## config.mk

```make
export PLATFORM = sky130hd
export DESIGN_NAME = us_arp_tx_flat
export DESIGN_NICKNAME = d
export VERILOG_FILES = /design/src/rtl/us_arp_tx_if.sv /design/src/rtl/us_arp_tx.sv /design/src/flat_wrapper.sv
export SDC_FILE = /design/constraint.sdc
export NUM_CORES = 1
export LEC_CHECK = 0
export ABC_CLOCK_PERIOD_IN_PS = 4300
export CORE_ASPECT_RATIO = 0.9
export CORE_MARGIN = 4
export CORE_UTILIZATION = 56
export CTS_CLUSTER_DIAMETER = 120
export DETAILED_ROUTE_END_ITERATION = 8
export PLACE_DENSITY = 0.88
export SETUP_SLACK_MARGIN = 0.1
export SYNTH_ARGS = -nofsm -noshare
export SYNTH_HDL_FRONTEND = slang
export SYNTH_SLANG_ARGS = --single-unit
export TNS_END_PERCENT = 30
```

## constraint.sdc

```tcl
create_clock -name rx_axis_aclk -period 4.3 [get_ports rx_axis_aclk]
set_input_delay 0.43 -clock rx_axis_aclk [delete_from_list [all_inputs] [get_ports rx_axis_aclk]]
set_output_delay 0.43 -clock rx_axis_aclk [all_outputs]
set_load 0.05 [all_outputs]
```

## src/rtl/us_arp_tx_if.sv

```systemverilog
// AXI-Stream transmit bus carrying ARP frames from the ARP transmitter to the MAC TX mux.
interface us_arp_tx_if;
  localparam int unsigned DATA_W = 64;
  localparam int unsigned KEEP_W = 8;

  logic [DATA_W-1:0] tdata;
  logic [KEEP_W-1:0] tkeep;
  logic              tvalid;
  logic              tlast;
  logic              tuser;
  logic              tready;

  modport master (output tdata, tkeep, tvalid, tlast, tuser, input tready);
  modport slave  (input tdata, tkeep, tvalid, tlast, tuser, output tready);
endinterface

```

## src/rtl/us_arp_tx.sv

```systemverilog
// ARP transmitter: snapshots a reply or request on accept and streams one 60-byte
// Ethernet/ARP frame (no FCS) as eight 64-bit AXI-Stream beats.
module us_arp_tx #(
  parameter int unsigned MIN_GAP = 2
) (
  input  logic         rx_axis_aclk,
  input  logic         rx_axis_aresetn,
  input  logic [47:0]  local_mac_addr,
  input  logic [31:0]  local_ip_addr,
  input  logic [31:0]  dst_ip_addr,
  input  logic         arp_request_req,
  output logic         arp_request_ack,
  input  logic         arp_reply_req,
  output logic         arp_reply_ack,
  input  logic [47:0]  recv_src_mac_addr,
  input  logic [31:0]  recv_src_ip_addr,
  us_arp_tx_if.master  tx_axis,
  output logic         arp_tx_busy
);
  localparam int unsigned MAC_W   = 48;
  localparam int unsigned IP_W    = 32;
  localparam int unsigned DATA_W  = 64;
  localparam int unsigned KEEP_W  = 8;
  localparam int unsigned BEAT_W  = 3;
  localparam int unsigned GAP_W   = 4;
  localparam int unsigned FRAME_W = 512;

  localparam logic [BEAT_W-1:0] LAST_BEAT = BEAT_W'(7);
  localparam logic [GAP_W-1:0]  GAP_LAST  = GAP_W'((MIN_GAP == 0) ? 0 : MIN_GAP - 1);
  localparam logic [KEEP_W-1:0] KEEP_FULL = 8'hFF;
  localparam logic [KEEP_W-1:0] KEEP_TAIL = 8'h0F;

  typedef enum logic [1:0] {S_IDLE, S_SEND, S_GAP} state_e;

  state_e              state_q, state_d;
  logic [BEAT_W-1:0]   beat_cnt_q, beat_cnt_d;
  logic [GAP_W-1:0]    gap_cnt_q, gap_cnt_d;
  logic [MAC_W-1:0]    eth_dst_q, eth_dst_d;
  logic [MAC_W-1:0]    tha_q, tha_d;
  logic [IP_W-1:0]     tpa_q, tpa_d;
  logic [MAC_W-1:0]    lmac_q, lmac_d;
  logic [IP_W-1:0]     lip_q, lip_d;
  logic                is_reply_q, is_reply_d;
  logic [DATA_W-1:0]   tdata_q, tdata_d;
  logic [KEEP_W-1:0]   tkeep_q, tkeep_d;
  logic                tvalid_q, tvalid_d;
  logic                tlast_q, tlast_d;
  logic                req_ack_q, req_ack_d;
  logic                rep_ack_q, rep_ack_d;
  logic                busy_q, busy_d;
  logic                load_beat;
  logic [FRAME_W-1:0]  frame;

  always_comb begin
    state_d    = state_q;
    beat_cnt_d = beat_cnt_q;
    gap_cnt_d  = gap_cnt_q;
    eth_dst_d  = eth_dst_q;
    tha_d      = tha_q;
    tpa_d      = tpa_q;
    lmac_d     = lmac_q;
    lip_d      = lip_q;
    is_reply_d = is_reply_q;
    tdata_d    = tdata_q;
    tkeep_d    = tkeep_q;
    tvalid_d   = tvalid_q;
    tlast_d    = tlast_q;
    req_ack_d  = 1'b0;
    rep_ack_d  = 1'b0;
    load_beat  = 1'b0;
    frame      = '0;

    unique case (state_q)
      S_IDLE: begin
        // Reply wins a tie; the request line stays high and is taken next time round.
        if (arp_reply_req) begin
          eth_dst_d  = recv_src_mac_addr;
          tha_d      = recv_src_mac_addr;
          tpa_d      = recv_src_ip_addr;
          is_reply_d = 1'b1;
          rep_ack_d  = 1'b1;
        end else if (arp_request_req) begin
          eth_dst_d  = {MAC_W{1'b1}};
          tha_d      = '0;
          tpa_d      = dst_ip_addr;
          is_reply_d = 1'b0;
          req_ack_d  = 1'b1;
        end
        if (arp_reply_req || arp_request_req) begin
          lmac_d     = local_mac_addr;
          lip_d      = local_ip_addr;
          beat_cnt_d = '0;
          tvalid_d   = 1'b1;
          load_beat  = 1'b1;
          state_d    = S_SEND;
        end
      end
      S_SEND: begin
        if (tvalid_q && tx_axis.tready) begin
          if (beat_cnt_q == LAST_BEAT) begin
            tvalid_d  = 1'b0;
            tlast_d   = 1'b0;
            tkeep_d   = '0;
            tdata_d   = '0;
            gap_cnt_d = '0;
            state_d   = (MIN_GAP == 0) ? S_IDLE : S_GAP;
          end else begin
            beat_cnt_d = beat_cnt_q + BEAT_W'(1);
            load_beat  = 1'b1;
          end
        end
      end
      S_GAP: begin
        if (gap_cnt_q == GAP_LAST) state_d = S_IDLE;
        else                       gap_cnt_d = gap_cnt_q + GAP_W'(1);
      end
      default: state_d = S_IDLE;
    endcase

    // Whole frame, byte n at frame[8n+:8], built from the snapshot being loaded.
    for (int i = 0; i < 6; i++) begin
      frame[8*i      +: 8] = eth_dst_d[MAC_W-1-8*i -: 8];
      frame[8*(6+i)  +: 8] = lmac_d[MAC_W-1-8*i -: 8];
      frame[8*(22+i) +: 8] = lmac_d[MAC_W-1-8*i -: 8];
      frame[8*(32+i) +: 8] = tha_d[MAC_W-1-8*i -: 8];
    end
    for (int i = 0; i < 4; i++) begin
      frame[8*(28+i) +: 8] = lip_d[IP_W-1-8*i -: 8];
      frame[8*(38+i) +: 8] = tpa_d[IP_W-1-8*i -: 8];
    end
    frame[8*12 +: 8] = 8'h08;
    frame[8*13 +: 8] = 8'h06;
    frame[8*14 +: 8] = 8'h00;
    frame[8*15 +: 8] = 8'h01;
    frame[8*16 +: 8] = 8'h08;
    frame[8*17 +: 8] = 8'h00;
    frame[8*18 +: 8] = 8'h06;
    frame[8*19 +: 8] = 8'h04;
    frame[8*20 +: 8] = 8'h00;
    frame[8*21 +: 8] = is_reply_d ? 8'h02 : 8'h01;

    if (load_beat) begin
      tdata_d = frame[{beat_cnt_d, 6'd0} +: DATA_W];
      tkeep_d = (beat_cnt_d == LAST_BEAT) ? KEEP_TAIL : KEEP_FULL;
      tlast_d = (beat_cnt_d == LAST_BEAT);
    end

    busy_d = (state_d != S_IDLE);
  end

  always_ff @(posedge rx_axis_aclk or negedge rx_axis_aresetn) begin
    if (!rx_axis_aresetn) begin
      state_q    <= S_IDLE;
      beat_cnt_q <= '0;
      gap_cnt_q  <= '0;
      eth_dst_q  <= '0;
      tha_q      <= '0;
      tpa_q      <= '0;
      lmac_q     <= '0;
      lip_q      <= '0;
      is_reply_q <= 1'b0;
      tdata_q    <= '0;
      tkeep_q    <= '0;
      tvalid_q   <= 1'b0;
      tlast_q    <= 1'b0;
      req_ack_q  <= 1'b0;
      rep_ack_q  <= 1'b0;
      busy_q     <= 1'b0;
    end else begin
      state_q    <= state_d;
      beat_cnt_q <= beat_cnt_d;
      gap_cnt_q  <= gap_cnt_d;
      eth_dst_q  <= eth_dst_d;
      tha_q      <= tha_d;
      tpa_q      <= tpa_d;
      lmac_q     <= lmac_d;
      lip_q      <= lip_d;
      is_reply_q <= is_reply_d;
      tdata_q    <= tdata_d;
      tkeep_q    <= tkeep_d;
      tvalid_q   <= tvalid_d;
      tlast_q    <= tlast_d;
      req_ack_q  <= req_ack_d;
      rep_ack_q  <= rep_ack_d;
      busy_q     <= busy_d;
    end
  end

  assign tx_axis.tdata   = tdata_q;
  assign tx_axis.tkeep   = tkeep_q;
  assign tx_axis.tvalid  = tvalid_q;
  assign tx_axis.tlast   = tlast_q;
  assign tx_axis.tuser   = 1'b0;
  assign arp_request_ack = req_ack_q;
  assign arp_reply_ack   = rep_ack_q;
  assign arp_tx_busy     = busy_q;
endmodule

```

## src/flat_wrapper.sv

```systemverilog
// flat-port wrapper written by rule: the top's interface ports become plain ports
module us_arp_tx_flat 
#(
  parameter int unsigned MIN_GAP = 2
)
  (rx_axis_aclk, rx_axis_aresetn, local_mac_addr, local_ip_addr, dst_ip_addr, arp_request_req, arp_request_ack, arp_reply_req, arp_reply_ack, recv_src_mac_addr, recv_src_ip_addr, arp_tx_busy, tx_axis_tdata, tx_axis_tkeep, tx_axis_tvalid, tx_axis_tlast, tx_axis_tuser, tx_axis_tready);
  us_arp_tx_if tx_axis_i ();
  input  logic rx_axis_aclk;
  input  logic rx_axis_aresetn;
  input  logic [47:0] local_mac_addr;
  input  logic [31:0] local_ip_addr;
  input  logic [31:0] dst_ip_addr;
  input  logic arp_request_req;
  output logic arp_request_ack;
  input  logic arp_reply_req;
  output logic arp_reply_ack;
  input  logic [47:0] recv_src_mac_addr;
  input  logic [31:0] recv_src_ip_addr;
  output logic arp_tx_busy;
  output wire logic [$bits(tx_axis_i.tdata)-1:0] tx_axis_tdata;
  output wire logic [$bits(tx_axis_i.tkeep)-1:0] tx_axis_tkeep;
  output wire logic [$bits(tx_axis_i.tvalid)-1:0] tx_axis_tvalid;
  output wire logic [$bits(tx_axis_i.tlast)-1:0] tx_axis_tlast;
  output wire logic [$bits(tx_axis_i.tuser)-1:0] tx_axis_tuser;
  input wire logic [$bits(tx_axis_i.tready)-1:0] tx_axis_tready;
  assign tx_axis_tdata = tx_axis_i.tdata;
  assign tx_axis_tkeep = tx_axis_i.tkeep;
  assign tx_axis_tvalid = tx_axis_i.tvalid;
  assign tx_axis_tlast = tx_axis_i.tlast;
  assign tx_axis_tuser = tx_axis_i.tuser;
  assign tx_axis_i.tready = tx_axis_tready;
  us_arp_tx #(.MIN_GAP(MIN_GAP)) u_core (.rx_axis_aclk(rx_axis_aclk), .rx_axis_aresetn(rx_axis_aresetn), .local_mac_addr(local_mac_addr), .local_ip_addr(local_ip_addr), .dst_ip_addr(dst_ip_addr), .arp_request_req(arp_request_req), .arp_request_ack(arp_request_ack), .arp_reply_req(arp_reply_req), .arp_reply_ack(arp_reply_ack), .recv_src_mac_addr(recv_src_mac_addr), .recv_src_ip_addr(recv_src_ip_addr), .tx_axis(tx_axis_i), .arp_tx_busy(arp_tx_busy));
endmodule
```

; ---- After elaboration in Yosys (flattened, before gate mapping)
; Cells that the tools add are included.
; Widths: inputs -> output; s select.
[word_totals]
reg_bits = 295
latch_bits = 0
mem_bits_rw = 0
mem_bits_ro = 0
in_bits = 197
output_inout_bits = 78
mem_count = 0
[classes]
n_addsub = 2
n_mul = 0
div = 0
magnitude_cmp = 0
n_eq_ne = 9
shift = 1
n_mux = 54
n_bitwise = 0
reduce_logical = 12
[ops]
columns = cell, count
row1 = $shiftx 512x10->64, 1
row2 = $mux 48, 8
row3 = $mux 64, 4
row4 = $mux 32, 5
row5 = $mux 8, 5
row6 = $mux 1, 16
row7 = $mux 4, 3
row8 = $reduce_bool 2->1, 6
row9 = $mux 2, 5
row10 = $mux 3, 3
row11 = $pmux 4 s2, 1
row12 = $reduce_and 4->1, 2
row13 = $eq 3x3->1 const B, 2
row14 = $ne 2x1->1 const B, 3
row15 = $pmux 2 s3, 1
row16 = $pmux 3 s2, 1
row17 = $add 4x1->4 const B, 1
row18 = $eq 4x1->1 const B, 1
row19 = $pmux 1 s2, 2
row20 = $add 3x1->3 const B, 1
row21 = $reduce_and 3->1, 1
row22 = $eq 2x1->1 const B, 1
row23 = $eq 2x2->1 const B, 1
row24 = $logic_not 2->1, 1
row25 = 3 further kinds, 3

; ---- Logic depth before layout (Yosys ltp)
[depth]
ltp_word = 7
depth_mapped = 10
mapped_depth_nobuf = 7

; ---- Least setup slack after synthesis
; Ideal clock, no wire load.
[synth_path]
path_kind = reg-to-reg
startpoint = register u_core.tvalid_q, in the netlist u_core.tx_axis.tvalid
endpoint = register u_core.tdata_q[18], in the netlist u_core.tx_axis.tdata[18]
setup_time_ps = 126
t_arrival_ps = 2203
required_time_ps = 4174
path_slack_ps = 1970
path_stages_with_launch = 8
path_buffers = 2
period_less_slack_ps = 2330
path_cell_list = dfrtp_1 and4b_1 buf_6 a211oi_4 a21oi_4 buf_4 o221a_1 a221o_1
[synth_via]
elab_chain_len = 5
word_cells_on_any_way = 11
cone_classes = 1 x shift / 5 x mux / 5 x reduce/logical
[synth_rtl]
columns = element, line_no
row1 = start: declaration, us_arp_tx.sv:46  ; logic tvalid_q, tvalid_d;
row2 = start signal: assignment, us_arp_tx.sv:181  ; tvalid_q <= tvalid_d;
row3 = $logic_and 1x1->1 *, us_arp_tx.sv:99  ; if (tvalid_q && tx_axis.tready) begin
row4 = $mux 3 / $mux 1 (equally long branches), us_arp_tx.sv:99
row5 = $pmux 3 s2 / $pmux 1 s2 (equally long branches), us_arp_tx.sv:73  ; unique case (state_q)
row6 = $shiftx 512x10->64 / $reduce_bool 2->1 (equally long branches), --
row7 = $mux 64 / $reduce_and 3->1 (equally long branches), --
row8 = end signal: assignment, us_arp_tx.sv:179  ; tdata_q <= tdata_d;
row9 = end: declaration, us_arp_tx.sv:44  ; logic [DATA_W-1:0] tdata_q, tdata_d;
; Mark *: on every way between the ends. The rest lies on a longest branch, timed or not.
; A chain may end at the register's enable or synchronous reset.

; ---- Final worst setup path
[layout_path]
startpoint = register u_core.beat_cnt_q[0]
endpoint = register u_core.tdata_q[37], in the netlist u_core.tx_axis.tdata[37]
[layout_via]
elab_chain_len = 6
word_cells_on_any_way = 15
cone_classes = 1 x add/sub / 1 x eq/ne / 1 x shift / 8 x mux / 4 x reduce/logical
[layout_rtl]
columns = element, line_no
row1 = start: declaration, us_arp_tx.sv:36  ; logic [BEAT_W-1:0] beat_cnt_q, beat_cnt_d;
row2 = start signal: assignment, us_arp_tx.sv:171  ; beat_cnt_q <= beat_cnt_d;
row3 = $add 3x1->3 / $eq 3x3->1 (equally long branches), "us_arp_tx.sv:108, us_arp_tx.sv:100"
row4 = $mux 3 / $mux 1 (equally long branches), us_arp_tx.sv:100  ; if (beat_cnt_q == LAST_BEAT) begin
row5 = $mux 3 / $mux 1 (equally long branches), us_arp_tx.sv:99
row6 = $pmux 3 s2 / $pmux 1 s2 (equally long branches), us_arp_tx.sv:73
row7 = $shiftx 512x10->64 / $reduce_bool 2->1 (equally long branches), --
row8 = $mux 64 / $reduce_and 3->1 (equally long branches), --
; Parallel ways exist; a longest one is shown, timed or not.

==> impl_metrics.yaml <==
yosys:
  synthArstFlopShare_pct: 100
  synth.area.top_cells: "dfrtp_1, mux2_2, o22a_1"
  synth-main-ff-cell: "dfrtp_1"
  yosysSeqAreaShare_pct: 54.7
  netlist_instances: 1165
  yosys.area.top_type: "dfrtp_1"
  syn-num-nets: 1365
  synth_adder_area_share_pct: 0.284
  synth_xor_area_share_pct: 0.133
  yosys.area_share.simple_pct: 9.31
  yosys.area.top_type_share_pct: 54.7
  ys_warn_count: 0
  syn_avg_cell_area_um2: 11.3
  synthesis.area_mm2: 0.0132
  synthMuxAreaShare_pct: 6.36
  synth-edff-count: 0
  synth_top_family_by_area: "compound AO/OA/AOI/OAI gates"
  ys_types: 72
  synth_compound_area_share_pct: 23.9
  ys_seq_elements: 289
sta:
  final_hold_viol_count: 0
  setup-violations-final: 0
  rsz0062_at_grt: "false"
  maxClockFrequency_mhz: 272
  finClkSkew_ps: 14.1
  drv_slew: 0
  min_period_over_period_pct: 85.4
  setup_tns_ps: 0
  min_period_ps: 3670
  slew_headroom_pct: 28.1
  worst_pin_slew_ps: 1080
clock_network:
  worstSkewPairLatency_ps: 550
  cts_made_buffers: 29
  cts_root_buffer: "clkbuf_16"
  cts_setup_buffers: 0
  hold_buffers: 1
  htreeDepth: 1
  cts.sinks: 289
  path_clk_slew_ps: 60
  post_cts_resized: 0
  cts.path.max_buffers: 3
  tritoncts: "yes"
power:
  clkPwrFrac_pct: 17.8
  switching_share_pct: 42.6
  p_switching_uw: 6290
  peakVddDrop_v: 0.000526
  pwr-share-comb_pct: 50.6
  internal_power_uw: 8490
  p_leak_uw: 0.00699
  powerDensity_mw_per_mm2: 866
  seq_power_share_pct: 31.5
grt:
  grt_antenna_before_repair: 7
  grt_max_degree: 108
  grt_pass1_wl_um: 62800
  grt_remaining_overflow: 0
  grt.total_usage_pct: 29.6
  grt_pass1_vias: 11500
placed_design:
  placed_area_mm2: 0.0161
  io_buffers: 273
  gp_congestion: 0.899
  dp_hpwl_um: 25900
cells_and_area:
  multi_input_area_mm2: 0.00533
  fin_nets: 1584
  fill_cells: 1529
  mostFrequentLayoutCells: "dfrtp_1, clkdlybuf4s50_1, nand2_1, mux2_2, nor2_1"
  final_common_cell: "dfrtp_1"
  register_area_mm2: 0.00723
  drive_above_1_share_pct: 13.2
  postLayoutCellArea_mm2: 0.0171
  area_growth_pct: 29.1
setup_path:
  path_max_fanout: 29
  critPathArrivalTime_ps: 4120
  endpoint_kind: "flip-flop"
  slowest_stage: "dfrtp_1"
  crit_required_ps: 4750
  worstPathCellList: "ha_1 > and2_1 > o2111ai_1 > a22oi_2 > buf_4 > a221oi_1 > o31ai_1"
  max_stage_delay_ps: 770
  path_delay_family: "compound AO/OA/AOI/OAI gates"
  cp-start-kind: "flip-flop"
  critPathKind: "reg -> reg"
  crit_buf_inv: 1
drt:
  drtIter0Drc: 1144
  first_pass_iters: 7
  drc: 1
  wirelength_um: 40200
  wl_per_cell_um: 23.5
  via_count: 11200
  routed_via_density: 6.54
  antenna_left: 0
floorplan:
  dieArea_mm2: 0.0261
  pin_count: 275
  fp.dieH_um: 154
  start_util_pct: 56.8
  rows: 53
  core_mm2: 0.0233
  fp.dieW_um: 170
job:
  maxCapViolCount: 0
status:
  status: "finished, violations left"
  violations: "DRC"
min_path:
  hp-class: "in -> reg"
Yosys cell counts, types with 6 or more instances:
cell type / count
a21o_1: 8
a21oi_1: 52
a221o_1: 10
a221oi_1: 24
a221oi_2: 11
a22o_1: 33
a22oi_1: 41
a31oi_1: 20
and2_1: 9
buf_1: 6
buf_2: 44
buf_4: 21
buf_6: 8
clkbuf_1: 36
dfrtp_1: 289
inv_1: 10
mux2_2: 68
nand2_1: 81
nand3_1: 18
nor2_1: 60
nor3_1: 42
nor4_1: 8
nor4bb_1: 8
o211ai_1: 10
o21ai_0: 31
o21ai_1: 12
o22a_1: 41
o22ai_1: 31
o31ai_1: 42
layout make-up:
cell class / count / share of cell area [%]
antenna: 3 / 0.0440
clock buffer: 40 / 4.85
clock inverter: 12 / 1.00
inverter: 14 / 0.396
multi-input combinational: 747 / 31.2
sequential: 289 / 42.4
tap: 302 / 2.21
timing repair buffer: 303 / 17.9
per-stage QoR:
step	std cells	total power, µW	setup WS, ps	hold WS [ps]	utilization [%]
finish	1710	14800	630	434	73.3
global route	1710	15500	437	481	73.3
CTS	1707	14700	715	417	73.3
detailed placement	1654	12000	599	466	69.0
global placement	1654	11700	747	462	69.0
floorplan	1165	9810	1970	134	-
worst min-delay path, cell delays in order:
cell,delay (ps)
clkdlybuf4s50_1,410
nand2_1,60
nand2_1,40
final timing paths:
| kind | start | to | slack (ps) | cells after the start |
|---|---|---|---|---|
| max | u_core.beat_cnt_q[0] | u_core.tx_axis.tdata[37] | 630 | 7 |
| min | local_mac_addr[18] | u_core.lmac_q[18] | 430 | 3 |
| max reg2reg | u_core.beat_cnt_q[0] | u_core.tx_axis.tdata[37] | 630 | 7 |
| min reg2reg | u_core.tx_axis.tdata[51] | u_core.tx_axis.tdata[51] | 480 | 2 |
| max in group asynchronous | rx_axis_aresetn | u_core.tha_q[27] | 2710 | 3 |
| min in group asynchronous | rx_axis_aresetn | u_core.lmac_q[35] | 520 | 2 |
registers in the layout, summed over array words and instances, names as in the netlist, 3 cells and up:
name,flops
u_core.eth_dst_q,48
u_core.lip_q,32
u_core.gap_cnt_q,4
u_core.tha_q,48
u_core.lmac_q,48
u_core.tx_axis.tdata,64
u_core.beat_cnt_q,3
u_core.tpa_q,32
power groups by stage:
stage	registers [µW]	clock network [µW]	logic [µW]
3_5_place_dp	4670	0	7330
2_1_floorplan	5440	0	4370
6_report	4660	2640	7490
5_1_grt	4770	2760	7960
4_1_cts	4650	2650	7420
3_3_place_gp	4600	0	7090
per-layer routing:
layer	GRT usage (%)	share of wire, %	up-vias
li1	-	-	4849
met1	40.0	39	5603
met2	47.9	49	610
met3	6.27	8.5	114
met4	10.4	3.3	8
met5	0	0.12	-
kinds of logic (layout without fill, tap and decap cells):
family / Yosys count / count (layout)
XOR/XNOR: 2 / 2
AND/OR/NAND/NOR: 253 / 253
flip-flops: 289 / 289
AO/OA/AOI/OAI: 414 / 414
adder cells (fa/ha/maj): 3 / 3
other: 1 / 4
multiplexers: 74 / 74
buffers and inverters: 129 / 369
(Power assumes the default switching activity.)
